**config.mk**
```make
export PLATFORM = sky130hd
export DESIGN_NAME = doorlock_fsm
export DESIGN_NICKNAME = d
export VERILOG_FILES = /design/src/rtl/doorlock_pkg.sv /design/src/rtl/doorlock_fsm_hold_timer.sv /design/src/rtl/doorlock_fsm.sv
export SDC_FILE = /design/constraint.sdc
export NUM_CORES = 1
export LEC_CHECK = 0
export CORE_MARGIN = 5
export CORE_UTILIZATION = 60
export DETAILED_ROUTE_END_ITERATION = 10
export PLACE_DENSITY = 0.87
export SETUP_SLACK_MARGIN = 0.2
export SKIP_CTS_REPAIR_TIMING = 1
export SLEW_MARGIN = 0
export SYNTH_ARGS = -nofsm -noshare
export SYNTH_HDL_FRONTEND = slang
export SYNTH_SLANG_ARGS = --single-unit
```
**constraint.sdc**
```tcl
create_clock -name clk -period 3.04 [get_ports clk]
set_clock_uncertainty 0.15 [all_clocks]
set_input_delay 0.456 -clock clk [delete_from_list [all_inputs] [get_ports clk]]
set_output_delay 0.456 -clock clk [all_outputs]
set_load 0.05 [all_outputs]
```
**src/rtl/doorlock_pkg.sv**
```systemverilog
// Shared state encoding, key codes and key classification for the keypad door-lock controller.
package doorlock_pkg;

    typedef enum logic [2:0] {
        IDLE    = 3'd0,
        ENTRY   = 3'd1,
        CHECK   = 3'd2,
        OPEN    = 3'd3,
        ERROR   = 3'd4,
        LOCKOUT = 3'd5,
        SET_NEW = 3'd6
    } state_t;

    localparam logic [3:0] KEY_ENTER = 4'hA;
    localparam logic [3:0] KEY_CLEAR = 4'hB;
    localparam logic [3:0] KEY_SET   = 4'hC;

    function automatic logic is_digit(input logic [3:0] code);
        return (code <= 4'd9);
    endfunction

endpackage

```
**src/rtl/doorlock_fsm_hold_timer.sv**
```systemverilog
// Loadable down-counter shared by the timed states; it parks at zero instead of wrapping.
module hold_timer #(
    parameter int W = 8
) (
    input  logic         clk,
    input  logic         rst,
    input  logic         load,
    input  logic [W-1:0] value,
    input  logic         run,
    output logic         done
);

    logic [W-1:0] count_r;

    // Load wins over counting; counting stops at zero.
    always_ff @(posedge clk or posedge rst) begin
        if (rst) begin
            count_r <= {W{1'b0}};
        end else if (load) begin
            count_r <= value;
        end else if (run && (count_r != {W{1'b0}})) begin
            count_r <= count_r - W'(1'b1);
        end else begin
            count_r <= count_r;
        end
    end

    assign done = run && (count_r == {W{1'b0}});

endmodule

```
**src/rtl/doorlock_fsm.sv**
```systemverilog
// Keypad door-lock controller: BCD code entry, compare, timed unlock / error / lockout.
// Define DOORLOCK_PW_CHANGE_EN to allow changing the password with SET while open.
module doorlock_fsm
    import doorlock_pkg::*;
#(
    parameter int                  PW_LEN         = 4,
    parameter logic [PW_LEN*4-1:0] DEFAULT_PW     = 16'h1234,
    parameter int                  OPEN_CYCLES    = 150_000_000,
    parameter int                  ERR_CYCLES     = 50_000_000,
    parameter int                  LOCKOUT_CYCLES = 500_000_000,
    parameter int                  MAX_FAIL       = 3
) (
    input  logic                         clk,
    input  logic                         rst,
    input  logic                         key_valid,
    input  logic [3:0]                   key_code,
    output logic                         unlocked,
    output logic                         err,
    output logic                         locked_out,
    output logic [$clog2(PW_LEN+1)-1:0]  digit_cnt,
    output logic                         evt_toggle
);

    localparam int BUF_W   = PW_LEN * 4;
    localparam int CNT_W   = $clog2(PW_LEN + 1);
    localparam int MAX_A   = (OPEN_CYCLES > ERR_CYCLES) ? OPEN_CYCLES : ERR_CYCLES;
    localparam int MAX_CYC = (MAX_A > LOCKOUT_CYCLES) ? MAX_A : LOCKOUT_CYCLES;
    localparam int TMR_W   = (MAX_CYC > 1) ? $clog2(MAX_CYC) : 1;
    localparam int FAIL_W  = (MAX_FAIL > 1) ? $clog2(MAX_FAIL) : 1;

    localparam logic [CNT_W-1:0]  FULL_CNT  = CNT_W'(PW_LEN);
    localparam logic [TMR_W-1:0]  OPEN_LOAD = TMR_W'(OPEN_CYCLES - 1);
    localparam logic [TMR_W-1:0]  ERR_LOAD  = TMR_W'(ERR_CYCLES - 1);
    localparam logic [TMR_W-1:0]  LOCK_LOAD = TMR_W'(LOCKOUT_CYCLES - 1);
    localparam logic [FAIL_W-1:0] FAIL_LAST = FAIL_W'(MAX_FAIL - 1);

    state_t              state_r, state_next_s;
    logic [BUF_W-1:0]    buffer_r, buffer_next_s, shifted_s, pw_s;
    logic [CNT_W-1:0]    digit_cnt_r, cnt_next_s;
    logic [FAIL_W-1:0]   fail_cnt_r, fail_next_s;
    logic                unlocked_r, err_r, locked_out_r, evt_toggle_r;
    logic                accept_s, key_ok_s, match_s;
    logic                tmr_load_s, tmr_en_s, tmr_done_s;
    logic [TMR_W-1:0]    tmr_val_s;

    hold_timer #(.W(TMR_W)) u_timer (
        .clk   (clk),
        .rst   (rst),
        .load  (tmr_load_s),
        .value (tmr_val_s),
        .run   (tmr_en_s),
        .done  (tmr_done_s)
    );

    assign tmr_en_s  = (state_r == OPEN) || (state_r == ERROR) || (state_r == LOCKOUT);
    // A strobe landing on the expiry cycle loses to the timeout.
    assign key_ok_s  = key_valid && !tmr_done_s;
    assign shifted_s = (buffer_r << 3'd4) | BUF_W'(key_code);
    assign match_s   = (digit_cnt_r == FULL_CNT) && (buffer_r == pw_s);

`ifdef DOORLOCK_PW_CHANGE_EN
    logic [BUF_W-1:0] pw_r, pw_next_s;

    // Stored password, rewritten only from SET_NEW.
    always_ff @(posedge clk or posedge rst) begin
        if (rst) begin
            pw_r <= DEFAULT_PW;
        end else begin
            pw_r <= pw_next_s;
        end
    end

    assign pw_s = pw_r;
`else
    assign pw_s = DEFAULT_PW;
`endif

    // Next-state, entry-buffer, fail-count and timer-load decode.
    always_comb begin
        state_next_s  = state_r;
        buffer_next_s = buffer_r;
        cnt_next_s    = digit_cnt_r;
        fail_next_s   = fail_cnt_r;
        tmr_load_s    = 1'b0;
        tmr_val_s     = {TMR_W{1'b0}};
        accept_s      = 1'b0;
`ifdef DOORLOCK_PW_CHANGE_EN
        pw_next_s     = pw_r;
`endif
        case (state_r)
            IDLE: begin
                if (key_ok_s && is_digit(key_code)) begin
                    buffer_next_s = shifted_s;
                    cnt_next_s    = CNT_W'(1'b1);
                    state_next_s  = ENTRY;
                    accept_s      = 1'b1;
                end else begin
                    state_next_s  = IDLE;
                end
            end
            ENTRY: begin
                if (key_ok_s && is_digit(key_code) && (digit_cnt_r < FULL_CNT)) begin
                    buffer_next_s = shifted_s;
                    cnt_next_s    = digit_cnt_r + CNT_W'(1'b1);
                    accept_s      = 1'b1;
                end else if (key_ok_s && (key_code == KEY_CLEAR)) begin
                    state_next_s  = IDLE;
                    accept_s      = 1'b1;
                end else if (key_ok_s && (key_code == KEY_ENTER)) begin
                    state_next_s  = CHECK;
                    accept_s      = 1'b1;
                end else begin
                    state_next_s  = ENTRY;
                end
            end
            CHECK: begin
                tmr_load_s = 1'b1;
                if (match_s) begin
                    state_next_s = OPEN;
                    fail_next_s  = {FAIL_W{1'b0}};
                    tmr_val_s    = OPEN_LOAD;
                end else if (fail_cnt_r == FAIL_LAST) begin
                    state_next_s = LOCKOUT;
                    tmr_val_s    = LOCK_LOAD;
                end else begin
                    state_next_s = ERROR;
                    fail_next_s  = fail_cnt_r + FAIL_W'(1'b1);
                    tmr_val_s    = ERR_LOAD;
                end
            end
            OPEN: begin
                if (tmr_done_s) begin
                    state_next_s  = IDLE;
                end else if (key_ok_s && (key_code == KEY_CLEAR)) begin
                    state_next_s  = IDLE;
                    accept_s      = 1'b1;
`ifdef DOORLOCK_PW_CHANGE_EN
                end else if (key_ok_s && (key_code == KEY_SET)) begin
                    state_next_s  = SET_NEW;
                    buffer_next_s = {BUF_W{1'b0}};
                    cnt_next_s    = {CNT_W{1'b0}};
                    accept_s      = 1'b1;
`endif
                end else begin
                    state_next_s  = OPEN;
                end
            end
            ERROR: begin
                if (tmr_done_s) begin
                    state_next_s = IDLE;
                end else begin
                    state_next_s = ERROR;
                end
            end
            LOCKOUT: begin
                if (tmr_done_s) begin
                    state_next_s = IDLE;
                    fail_next_s  = {FAIL_W{1'b0}};
                end else begin
                    state_next_s = LOCKOUT;
                end
            end
`ifdef DOORLOCK_PW_CHANGE_EN
            SET_NEW: begin
                if (key_ok_s && is_digit(key_code) && (digit_cnt_r < FULL_CNT)) begin
                    buffer_next_s = shifted_s;
                    cnt_next_s    = digit_cnt_r + CNT_W'(1'b1);
                    accept_s      = 1'b1;
                end else if (key_ok_s && (key_code == KEY_ENTER) && (digit_cnt_r == FULL_CNT)) begin
                    pw_next_s     = buffer_r;
                    state_next_s  = IDLE;
                    accept_s      = 1'b1;
                end else if (key_ok_s && (key_code == KEY_ENTER)) begin
                    state_next_s  = ERROR;
                    tmr_load_s    = 1'b1;
                    tmr_val_s     = ERR_LOAD;
                    accept_s      = 1'b1;
                end else if (key_ok_s && (key_code == KEY_CLEAR)) begin
                    state_next_s  = IDLE;
                    accept_s      = 1'b1;
                end else begin
                    state_next_s  = SET_NEW;
                end
            end
`endif
            default: begin
                state_next_s = IDLE;
            end
        endcase
    end

    // State, datapath and registered status; landing in IDLE always wipes the entry.
    always_ff @(posedge clk or posedge rst) begin
        if (rst) begin
            state_r      <= IDLE;
            buffer_r     <= {BUF_W{1'b0}};
            digit_cnt_r  <= {CNT_W{1'b0}};
            fail_cnt_r   <= {FAIL_W{1'b0}};
            unlocked_r   <= 1'b0;
            err_r        <= 1'b0;
            locked_out_r <= 1'b0;
            evt_toggle_r <= 1'b0;
        end else begin
            state_r      <= state_next_s;
            buffer_r     <= (state_next_s == IDLE) ? {BUF_W{1'b0}} : buffer_next_s;
            digit_cnt_r  <= (state_next_s == IDLE) ? {CNT_W{1'b0}} : cnt_next_s;
            fail_cnt_r   <= fail_next_s;
            unlocked_r   <= (state_next_s == OPEN) || (state_next_s == SET_NEW);
            err_r        <= (state_next_s == ERROR);
            locked_out_r <= (state_next_s == LOCKOUT);
            evt_toggle_r <= evt_toggle_r ^ accept_s;
        end
    end

    assign unlocked   = unlocked_r;
    assign err        = err_r;
    assign locked_out = locked_out_r;
    assign digit_cnt  = digit_cnt_r;
    assign evt_toggle = evt_toggle_r;

endmodule

```
Word-level counts from Yosys, hierarchy flattened

Index checks and enable logic that the tools add are counted.

Add/subtract/negate cells: 3
Reduce and logical (&&, ||, !) cells: 21
Order comparisons: 2
Mux-type cells: 36
Eq/ne operators: 18
Bitwise gates (word level): 2

Operators by type and width:

| cell                  | number |
|---|---|
| $mux 29               | 5 |
| $mux 16               | 3 |
| $pmux 16 s2           | 1 |
| $logic_not 29->1      | 1 |
| $reduce_bool 29->1    | 1 |
| $sub 29x1->29 const B | 1 |
| $mux 3                | 7 |
| $eq 3x3->1 const B    | 6 |
| $pmux 3 s6            | 1 |
| $eq 16x13->1 const B  | 1 |
| $or 16x4->16          | 1 |
| $mux 2                | 7 |
| $eq 3x2->1 const B    | 3 |
| $mux 1                | 9 |
| $ne 3x3->1 const B    | 3 |
| $eq 4x4->1 const B    | 2 |
| $logic_and 1x1->1     | 8 |
| $logic_not 3->1       | 2 |
| $pmux 3 s2            | 1 |
| $reduce_and 3->1      | 2 |
| $le 4x4->1 const B    | 1 |
| $pmux 2 s2            | 1 |
| $reduce_bool 2->1     | 2 |
| $add 3x1->3 const B   | 1 |
| 10 further kinds      | 12 |

Output and inout port bits: 7
Input port bits: 7
Bits in registers: 57

Longest topological paths before layout

Gate-level depths: netlist of the first run.

Depth after elaboration: 14
Depth in mapped cells: 8
Gate-level depth less buffers: 7

Hierarchy

From an unflattened synthesis of the first run, not the netlist that was laid out.

Cells, all modules: 366
Area, all modules: 3544.6 µm²

By module, submodules not included:

| module       | cells each | seq. area each (µm²) | area each (µm²) | times used |
|---|---|---|---|---|
| hold_timer   | 217        | 725.7                | 1924.3          | 1 |
| doorlock_fsm | 149        | 700.7                | 1620.3          | 1 |

Least setup slack after synthesis of the first run

Ideal clock, no wire load.

Path type: register -> register
From: register digit_cnt_r[0], in the netlist digit_cnt[0]
To: register u_timer.count_r[10]
Period minus slack after synthesis: 2522 ps
Setup time: 124 ps
Arrival time: 2248 ps
Cell stages (with the launch flop): 8
Path buffers: 0
Required time: 2766 ps
Setup slack: 518 ps
Cell sequence: dfrtp_1 -> inv_1 -> ha_1 -> nor4bb_1 -> nand4b_1 -> o31ai_1 -> a31o_2 -> a21oi_1

Cells in the longest elaborated chain, start to end: 5

RTL lines:

| item                     | line                          | RTL |
|---|---|---|
| start: declaration       | doorlock_fsm.sv:39            | `logic [CNT_W-1:0] digit_cnt_r, cnt_next_s;` |
| start signal: assignment | doorlock_fsm.sv:197           | `digit_cnt_r <= {CNT_W{1'b0}};` |
| start signal: assignment | doorlock_fsm.sv:206           | `digit_cnt_r <= (state_next_s == IDLE) ? {CNT_W{1'b0}} : cnt_next_s;` |
| $eq 3x3->1               | doorlock_fsm.sv:59            | `assign match_s = (digit_cnt_r == FULL_CNT) && (buffer_r == pw_s);` |
| $logic_and 1x1->1        | doorlock_fsm.sv:59            |  |
| $mux 29                  | doorlock_fsm.sv:118           | `if (match_s) begin` |
| $mux 29                  | doorlock_fsm.sv:90            | `case (state_r)` |
| $mux 29                  | doorlock_fsm_hold_timer.sv:19 | `end else if (load) begin` |
| end signal: assignment   | doorlock_fsm_hold_timer.sv:18 | `count_r <= {W{1'b0}};` |
| end signal: assignment   | doorlock_fsm_hold_timer.sv:20 | `count_r <= value;` |
| end signal: assignment   | doorlock_fsm_hold_timer.sv:22 | `count_r <= count_r - W'(1'b1);` |
| end: declaration         | doorlock_fsm_hold_timer.sv:13 | `logic [W-1:0] count_r;` |

Every way passes these cells.
A chain may end at the register's enable or synchronous reset.

Worst setup path in the final report of the first run

From: register u_timer.count_r[11]
To: register u_timer.count_r[21]

Cells in the longest elaborated chain, start to end: 3
Elaborated cells on any way between the ends: 6
Classes of those cells: add/sub (1); mux (2); reduce/logical (3)

RTL lines:

| item                                                       | line                                                         | RTL |
|---|---|---|
| $sub 29x1->29 / $reduce_bool 29->1 (equally long branches) | doorlock_fsm_hold_timer.sv:22, doorlock_fsm_hold_timer.sv:21 |  |
| $mux 29 / $logic_and 1x1->1 (equally long branches)        | doorlock_fsm_hold_timer.sv:21                                | `end else if (run && (count_r != {W{1'b0}})) begin` |
| $mux 29 / $reduce_bool 2->1 (equally long branches)        | n/a                                                          |  |

Parallel ways exist; a longest one is shown, timed or not. The select of a mux whose other input is x is not followed.

==> out/qor.csv, run 1 <==
stage;metric;value;unit
drt;drc;0;
critical_path;r2r_slack;310;ps
synthesis;synth_seq_cells;57;
clock_tree;htree_levels;3;
critical_path;critPathMaxStageDelay;510;ps
clock_tree;insertion_delay;330;ps
timing;relSlewSlack;53.9;%
layout;design_area;0.00380;mm²
run_status;status;completed;
timing;finalCritPeriodShare;89.7;%
synthesis;ys.flop_type;dfrtp_1;
timing;tightest_slew;684;ps
timing;hold_slack;227;ps
layout;final_util;69.1;%
synthesis;syn_area;0.00339;mm²
layout;antenna_cells;0;
critical_path;end_kind;register;
floorplan;core_area;0.00551;mm²
timing;setup_tns;0;ps
timing;hold_viol;0;
critical_path;worstPathMaxFanout;17;
critical_path;startpoint_type;register;
timing;fmax;367;MHz
place;place.gp.congestion;0.890;
drt;post_drt_wl_per_cell;18.9;µm
layout;drive_gt1_share;14.3;%
synthesis;ys_seq_area_share;42.0;%
place;post-dp-hpwl;5600;µm
synthesis;asyncSetResetFlopFracSynth;100;%
place;dpl-instance-area;0.00360;mm²
clock_tree;numCtsBuffers;9;
drt;ant_nets;0;
power;leakagePower;1.63;nW
clock_tree;cts_sinks;57;
clock_tree;clock-root-buffer;clkbuf_8;
synthesis;syn-num-nets;354;
synthesis;netlist_instances;342;
synthesis;synthDistinctLibCells;73;
drt;viasPerCell;6.66;
critical_path;crit_chain;nor4_4, and3_1, nand4_4, and2_0, a32o_1;
drt;num_vias;2902;
power;peakVddDrop;0.433;mV
drt;drtIter0Drc;345;
layout;area_delta_synth_final;12.0;%
power;powerDensity;857;mW/mm²
floorplan;dieArea;0.00726;mm²
grt;antenna_found_initial;0;
timing;setup_violations;0;
critical_path;reg2reg_from;u_timer.count_r[11]$_DFFE_PP0P_;
synthesis;yosysWarnings;0;
synthesis;synthTopCellsByArea;dfrtp_1 42%, mux2i_1 5.9%, a21oi_1 4.6%;
layout;nets;372;
critical_path;cp.arrival;2790;ps
floorplan;fp.dieH;85.2;µm
critical_path;startpoint;u_timer.count_r[11]$_DFFE_PP0P_;
synthesis;yosys.area.top_type_share;42.0;%
run;maxCapViolCount;0;
timing;min_period;2730;ps
critical_path;required;3110;ps
critical_path;slowest_stage;and3_1;
floorplan;die_w;85.2;µm
timing;grt_setup_unrepaired;false;
synthesis;syn_avg_cell_area;9.93;µm²
synthesis;synth_enable_flop_cells;0;
grt;grt_max_degree;27;
clock_tree;clk_pin_slew_worst_paths;60;ps
floorplan;ioPinCount;14;
timing;finalMaxSlewViolations;0;
floorplan;rows;27;
place;numPortBuffers;13;
critical_path;crit_type;reg2reg;
grt;grt_first_pass_wirelength;13800;µm
grt;grt_pass1_vias;2834;
grt;track_usage;23.9;%
grt;gr-total-overflow;0;
drt;first_pass_iters;4;
floorplan;start_util;61.6;%
clock_tree;cts_tree;built;
worst_hold_path;holdCritPathClass;in2async;
synthesis;yosysTopAreaCell;dfrtp_1;
drt;wirelength;8240;µm
clock_tree;cts_buffer_depth;2;
power;total_power;0.00326;W
## Yosys cell counts, types with 8 or more instances
cell type / instances
a21oi_1: 31
clkbuf_1: 8
o211ai_1: 11
nand2_1: 21
nor2_1: 20
mux2i_1: 20
o21ai_0: 10
inv_1: 13
and3_1: 10
nand3_1: 12
dfrtp_1: 57
nor3_1: 13
## critical path, delay by kind of cell (launching register included)
family,cells,cell delay (ps)
AND/OR/NAND/NOR,4,1720
flip-flops,1,450
AO/OA/AOI/OAI,1,300
## flip-flops by register name, indices dropped and copies added, names as in the netlist
register	flops
evt_toggle	1
u_timer.count_r	29
unlocked	1
fail_cnt_r	2
state_r	3
buffer_r	16
err	1
digit_cnt	3
locked_out	1
## cells by family (layout without fill, tap and decap cells)
group,count (synthesis),in the layout,share of synthesized area (%)
and+or+nand+nor,122,122,22.5
AOI/OAI and AO/OA,106,106,23.0
DFF,57,57,42.0
buffers and inverters,30,52,4.24
muxes,20,20,5.90
adders and majority gates,5,5,1.84
xor gates and xnor gates,2,2,0.516
## area by class of cell
| type | instances | area, µm² |
|---|---|---|
| clock buffer | 12 | 155 |
| timing repair buffer | 24 | 213 |
| multi-input combinational | 255 | 1830 |
| clock inverter | 3 | 40.0 |
| sequential | 57 | 1430 |
| tap | 72 | 90.1 |
| fill | 400 | 1700 |
| inverter | 13 | 48.8 |
## per-layer routing
metal	GRT usage, %	up-vias	wire, µm
met3	6.70	19	495
li1	-	1350	-
met5	0	-	0
met4	8.20	0	170
met2	38.3	97	3930
met1	31.2	1436	3640
## final timing paths
check	endpoint	cells after the start
setup / recovery	u_timer.count_r[21]$_DFFE_PP0P_	5
hold / removal	u_timer.count_r[12]$_DFFE_PP0P_	2
setup reg to reg	u_timer.count_r[21]$_DFFE_PP0P_	5
hold reg to reg	evt_toggle$_DFF_PP0_	1
max in group asynchronous	buffer_r[13]$_DFFE_PP0P_	3
min in group clk	evt_toggle$_DFF_PP0_	1
## metrics by stage
stage | std cells | worst slack (ps)
after CTS | 436 | 373
after detailed placement | 421 | 410
after global placement | 421 | 455
final | 436 | 314
after floorplan | 342 | 518
after global routing | 436 | 213
## power by group
group / switching, W / total [W] / leakage [nW] / internal (W)
Sequential: 0.000326 / 0.00134 / 0.728 / 0.00102
Combinational: 0.000731 / 0.00121 / 0.796 / 0.000480
Clock: 0.000288 / 0.000704 / 0.102 / 0.000416
Total: 0.00134 / 0.00326 / 1.63 / 0.00191
## cells in the final DEF (no fill, tap or decap), types with 3 or more instances in the layout
cell	instances
o41ai_1	4
mux2i_1	20
o2bb2ai_1	3
o31ai_1	4
nand3_1	12
nand2b_1	5
inv_1	12
a31oi_1	5
dfrtp_1	57
a21oi_1	31
nor4b_1	3
nor3_1	12
a22o_1	3
and3_1	10
buf_4	11
a31o_2	4
o211ai_1	11
nor2_1	20
ha_1	5
nor4_1	5
nand4b_1	3
nand2_1	21
clkdlybuf4s50_1	13
clkbuf_8	11
nand4_1	5
o21ai_0	10
(Power assumes the default switching activity.)
==> run 2, diff against run 1 <==
--- a/config.mk
+++ b/config.mk
@@ -6,9 +6,9 @@
 export NUM_CORES = 1
 export LEC_CHECK = 0
 export CORE_MARGIN = 5
-export CORE_UTILIZATION = 60
+export CORE_UTILIZATION = 55
 export DETAILED_ROUTE_END_ITERATION = 10
-export PLACE_DENSITY = 0.87
+export PLACE_DENSITY = 0.84
 export SETUP_SLACK_MARGIN = 0.2
 export SKIP_CTS_REPAIR_TIMING = 1
 export SLEW_MARGIN = 0
==> constraint.sdc (replaced) <==
create_clock -name clk -period 2.4 [get_ports clk]
set_clock_uncertainty 0.15 [all_clocks]
set_input_delay 0.36 -clock clk [delete_from_list [all_inputs] [get_ports clk]]
set_output_delay 0.36 -clock clk [all_outputs]
set_load 0.05 [all_outputs]
==> out/qor.csv, run 2 (synthesized netlist as in run 1, its figures left out) <==
stage;metric;value;unit;change
clock_tree;cts_buffer_depth;2;;unchanged
critical_path;startpoint_type;register;;
timing;hold_viol;0;;unchanged
grt;grt_pass1_vias;2871;;+1.3%
drt;first_pass_iters;7;;+3
clock_tree;numCtsBuffers;9;;unchanged
worst_hold_path;holdCritPathClass;in2async;;
timing;finalCritPeriodShare;105;%;+16 points
run_status;status;finished, violations left;;
timing;finalMaxSlewViolations;0;;unchanged
critical_path;end_kind;register;;
layout;antenna_cells;0;;unchanged
clock_tree;cts_sinks;57;;unchanged
critical_path;critPathBufInv;3;;+3
timing;setup_violations;6;;+6
floorplan;rows;28;;+3.7%
run_status;violations;setup timing;;
run;maxCapViolCount;0;;unchanged
layout;largest_reg_flops;29;;unchanged
clock_tree;htree_levels;3;;unchanged
clock_tree;clk_pin_slew_worst_paths;70;ps;about the same
critical_path;r2r_slack;-130;ps;-440 ps
layout;area_delta_synth_final;34.8;%;
floorplan;fp.dieH;88.6;µm;+3.9%
critical_path;required;2460;ps;-650 ps
place;place.gp.congestion;0.961;;+7.9%
drt;drtIter0Drc;503;;+46%
drt;ant_nets;0;;unchanged
grt;grt_first_pass_wirelength;14300;µm;+3.0%
clock_tree;insertion_delay;350;ps;+20 ps
floorplan;core_area;0.00596;mm²;+8.2%
timing;tightest_slew;505;ps;-179 ps
drt;drc;0;;unchanged
power;powerDensity;1090;mW/mm²;+27%
critical_path;r2r_cells;9;;+4
timing;relSlewSlack;66.3;%;+12 points
critical_path;crit_type;reg2reg;;
layout;final_common_cell;dfrtp_1;;
power;peakVddDrop;0.792;mV;+83%
clock_tree;clock-root-buffer;clkbuf_8;;
critical_path;path_common_cell;buf_4;;
grt;antenna_found_initial;0;;unchanged
power;leakagePower;1.99;nW;+23%
critical_path;rr_endpoint;u_timer.count_r[18]$_DFFE_PP0P_;;
critical_path;critPathMaxStageDelay;430;ps;-80 ps
critical_path;cp_top_family;compound AO/OA/AOI/OAI gates;;
place;numPortBuffers;13;;unchanged
layout;top_register;u_timer.count_r;;
drt;num_vias;3440;;+19%
critical_path;reg2reg_from;digit_cnt[1]$_DFFE_PP0P_;;
layout;final_util;76.8;%;+7.8 points
critical_path;worstPathMaxFanout;5;;-12
floorplan;ioPinCount;14;;unchanged
floorplan;start_util;57.0;%;-4.6 points
layout;layout_common_cells;51 x dfrtp_1, 46 x buf_4, 21 x a21oi_1;;
floorplan;die_w;88.6;µm;+3.9%
layout;drive_gt1_share;35.1;%;+21 points
critical_path;cp.arrival;2590;ps;-200 ps
layout;largestRegisters;u_timer.count_r x29, buffer_r x16;;
floorplan;dieArea;0.00784;mm²;+8.0%
timing;min_period;2530;ps;-197 ps
timing;grt_setup_unrepaired;true;;
drt;post_drt_wl_per_cell;22.4;µm;+19%
critical_path;startpoint;digit_cnt[1]$_DFFE_PP0P_;;
grt;gr-total-overflow;0;;unchanged
clock_tree;cts_tree;built;;
critical_path;crit_chain;inv_2, ha_4, nor4bb_1, nand4b_1, buf_4, o31a_1, buf_4, a32oi_1, a21oi_1;;
timing;worst_slack;-129;ps;-443 ps
critical_path;slowest_stage;dfrtp_2;;
layout;nets;423;;+14%
drt;wirelength;11000;µm;+33%
drt;viasPerCell;7.01;;+5.3%
grt;track_usage;23.7;%;-0.21 points
timing;hold_slack;253;ps;+25.7 ps
place;post-dp-hpwl;5710;µm;+1.8%
timing;fmax;395;MHz;+7.8%
grt;grt_max_degree;58;;+110%
## run 2: changes by cell type in the layout (fill, tap and decap cells not counted), moves of 3 or more
cell / change
a21oi_2: +10
nor3_2: +4
a21oi_1: -10
dfrtp_2: +6
clkinv_2: +3
buf_6: +7
buf_4: +35
nor3_1: -4
inv_1: -3
inv_2: +3
buf_12: +6
clkbuf_16: +3
dfrtp_1: -6
## run 2: area by class of cell
| class | count | area, µm² |
|---|---|---|
| Timing Repair Buffer | 75 | 752 |
| Sequential cell | 57 | 1430 |
| Clock buffer | 9 | 124 |
| Multi-Input combinational cell | 255 | 2040 |
| Clock inverter | 7 | 85.1 |
| Fill cell | 329 | 1380 |
| Inverter | 13 | 48.8 |
| Tap cell | 75 | 93.8 |
## run 2: layer usage
layer	vias to the layer above	wire length (µm)	part of all wire [%]	global-route usage [%]
li1	1457	-	-	-
met1	1644	4180	38	31.2
met2	258	5260	48	37.3
met3	81	968	8.8	4.75
met4	0	582	5.3	11.7
met5	-	0	0	0
## run 2: worst max-delay path by stage
stage                                           end  cells past startpoint
finish              u_timer.count_r[18]$_DFFE_PP0P_                      9
global route        u_timer.count_r[18]$_DFFE_PP0P_                      9
CTS                 u_timer.count_r[26]$_DFFE_PP0P_                      8
detailed placement         buffer_r[10]$_DFFE_PP0P_                      7
global placement           digit_cnt[2]$_DFFE_PP0P_                      7
floorplan                   buffer_r[0]$_DFFE_PP0P_                      8
## run 2: stage by stage
stage	cell area (µm²)	TNS, ps	setup slack [ps]	cells	total power, W
floorplan	3410	0	132	342	0.00281
global route	4570	-401	-130	491	0.00522
finish	4570	-176	-129	491	0.00497
CTS	4080	0	66.3	466	0.00435
global placement	3870	0	69.8	450	0.00328
detailed placement	3870	0	24.4	450	0.00337
## run 2: power by group
part           switching [W]  internal (W)
clock               0.000405      0.000575
combinational        0.00125       0.00104
sequential          0.000410       0.00129
## run 2: worst register-to-register path, cell delays in order (launching register included)
cell	delay, ps
dfrtp_2	430
inv_2	70
ha_4	140
nor4bb_1	260
nand4b_1	290
buf_4	240
o31a_1	330
buf_4	180
a32oi_1	210
a21oi_1	90
==> run 3, diff against run 2 <==
--- a/config.mk
+++ b/config.mk
@@ -6,9 +6,9 @@
 export NUM_CORES = 1
 export LEC_CHECK = 0
 export CORE_MARGIN = 5
-export CORE_UTILIZATION = 55
+export CORE_UTILIZATION = 60
 export DETAILED_ROUTE_END_ITERATION = 10
-export PLACE_DENSITY = 0.84
+export PLACE_DENSITY = 0.87
 export SETUP_SLACK_MARGIN = 0.2
 export SKIP_CTS_REPAIR_TIMING = 1
 export SLEW_MARGIN = 0
==> constraint.sdc (replaced) <==
create_clock -name clk -period 3 [get_ports clk]
set_clock_uncertainty 0.15 [all_clocks]
set_input_delay 0.45 -clock clk [delete_from_list [all_inputs] [get_ports clk]]
set_output_delay 0.45 -clock clk [all_outputs]
set_load 0.05 [all_outputs]
==> out/qor.csv, run 3 (synthesized netlist as in run 1, its figures left out) <==
stage;metric;value;unit;change
timing;hold_slack;230;ps;-23.1 ps
clock_tree;htree_levels;3;;unchanged
timing;finalMaxSlewViolations;0;;unchanged
place;place.gp.congestion;0.895;;-6.8%
layout;largestRegisters;u_timer.count_r x29, buffer_r x16;;
layout;drive_gt1_share;15.2;%;-20 points
grt;grt_first_pass_wirelength;13500;µm;-5.5%
drt;first_pass_iters;5;;-2
timing;relSlewSlack;52.3;%;-14 points
critical_path;required;3110;ps;+650 ps
power;leakagePower;1.64;nW;-18%
worst_hold_path;holdCritPathClass;in2async;;
critical_path;startpoint_type;register;;
layout;area_delta_synth_final;12.8;%;
floorplan;fp.dieH;85.2;µm;-3.8%
drt;ant_nets;0;;unchanged
clock_tree;clock-root-buffer;clkbuf_8;;
critical_path;end_kind;register;;
clock_tree;clk_pin_slew_worst_paths;70;ps;about the same
timing;setup_violations;0;;-6
timing;hold_viol;0;;unchanged
layout;fillCellCount;387;;+18%
critical_path;startpoint;digit_cnt[0]$_DFFE_PP0P_;;
run;maxCapViolCount;0;;unchanged
timing;setup_tns;0;ps;+176 ps
drt;wirelength;8120;µm;-26%
timing;fmax;379;MHz;-4.2%
drt;num_vias;2985;;-13%
critical_path;rr_endpoint;digit_cnt[2]$_DFFE_PP0P_;;
power;peakVddDrop;0.508;mV;-36%
floorplan;die_w;85.2;µm;-3.8%
timing;grt_setup_unrepaired;false;;
layout;nets;376;;-11%
critical_path;cp.arrival;2750;ps;+160 ps
critical_path;critPathCapture;digit_cnt[2]$_DFFE_PP0P_;;
clock_tree;numCtsBuffers;9;;unchanged
grt;grt_max_degree;24;;-59%
timing;finalCritPeriodShare;88.1;%;-17 points
floorplan;dieArea;0.00726;mm²;-7.4%
critical_path;cp_top_family;simple AND/OR/NAND/NOR gates;;
drt;drc;0;;unchanged
critical_path;r2r_slack;360;ps;+490 ps
layout;top_register;u_timer.count_r;;
critical_path;critPathBufInv;2;;-1
critical_path;r2r_cells;8;;-1
timing;tightest_slew;709;ps;+204 ps
critical_path;reg2reg_from;digit_cnt[0]$_DFFE_PP0P_;;
run_status;status;completed;;
grt;antenna_found_initial;0;;unchanged
critical_path;crit_chain;inv_1, ha_1, nor4bb_1, nand4b_1, nor3_1, a311oi_4, buf_4, a211oi_1;;
place;numPortBuffers;13;;unchanged
critical_path;worstPathMaxFanout;20;;+15
critical_path;slowest_stage;nor3_1;;
critical_path;crit_type;reg2reg;;
timing;min_period;2640;ps;+112 ps
power;powerDensity;866;mW/mm²;-20%
grt;grt_pass1_vias;2777;;-3.3%
floorplan;core_area;0.00551;mm²;-7.5%
clock_tree;cts_buffer_depth;2;;unchanged
grt;gr-total-overflow;0;;unchanged
critical_path;critPathMaxStageDelay;570;ps;+140 ps
place;post-dp-hpwl;5470;µm;-4.2%
layout;antenna_cells;0;;unchanged
floorplan;ioPinCount;14;;unchanged
drt;viasPerCell;6.77;;-3.4%
clock_tree;insertion_delay;350;ps;about the same
drt;drtIter0Drc;360;;-28%
floorplan;start_util;61.6;%;+4.6 points
drt;post_drt_wl_per_cell;18.4;µm;-18%
layout;layout_common_cells;57 x dfrtp_1, 31 x a21oi_1, 21 x nand2_1;;
critical_path;cp.depth;8;;-1
floorplan;rows;27;;-3.6%
grt;track_usage;23.5;%;-0.21 points
layout;largest_reg_flops;29;;unchanged
layout;final_common_cell;dfrtp_1;;
clock_tree;cts_tree;built;;
clock_tree;cts_sinks;57;;unchanged
-- run 3: cell count changes in the layout (fill, tap and decap cells not counted), sizes merged --
cell           before  now
clkinv              5    2
buf                59   15
bufinv              2    1
dlymetal6s2s        1    0
clkbuf             12   11
clkinvlp            0    2
clkdlybuf4s50      12   13
-- run 3: metrics by stage --
stage | std cells | cell area [µm²] | utilization, % | total power (W) | setup WS, ps
floorplan | 342 | 3390 | - | 0.00224 | 478
global placement | 425 | 3630 | 66.0 | 0.00252 | 424
detailed placement | 425 | 3630 | 66.0 | 0.00257 | 381
CTS | 441 | 3830 | 69.5 | 0.00331 | 372
global route | 441 | 3830 | 69.5 | 0.00352 | 206
finish | 441 | 3830 | 69.5 | 0.00331 | 358
-- run 3: cell type report --
type	count	area (µm²)	area share, %
well taps	72	90.1	2.35
flip-flops and latches	57	1430	37.3
inverters	13	48.8	1.27
clock buffers	11	141	3.69
multi-input cells	255	1820	47.6
clock inverters	5	55.1	1.44
repair buffers	28	243	6.34
-- run 3: worst min path at each step --
stage | to
global route | u_timer.count_r[11]$_DFFE_PP0P_
CTS | u_timer.count_r[11]$_DFFE_PP0P_
global placement | evt_toggle$_DFF_PP0_
detailed placement | evt_toggle$_DFF_PP0_
floorplan | fail_cnt_r[0]$_DFFE_PP0P_
finish | u_timer.count_r[11]$_DFFE_PP0P_
-- run 3: routing by layer --
| metal | vias to the layer above | track usage, % | share of wire, % |
|---|---|---|---|
| met3 | 20 | 5.34 | 9.0 |
| met1 | 1442 | 32.0 | 42 |
| li1 | 1358 | - | - |
| met2 | 165 | 35.7 | 47 |
| met5 | - | 0 | 0 |
| met4 | 0 | 10.5 | 2.3 |
-- run 3: power by group --
group	internal, W	leakage [nW]	switching, W
combinational	0.000501	0.814	0.000757
clock	0.000403	0.0953	0.000326
sequential	0.00103	0.728	0.000298
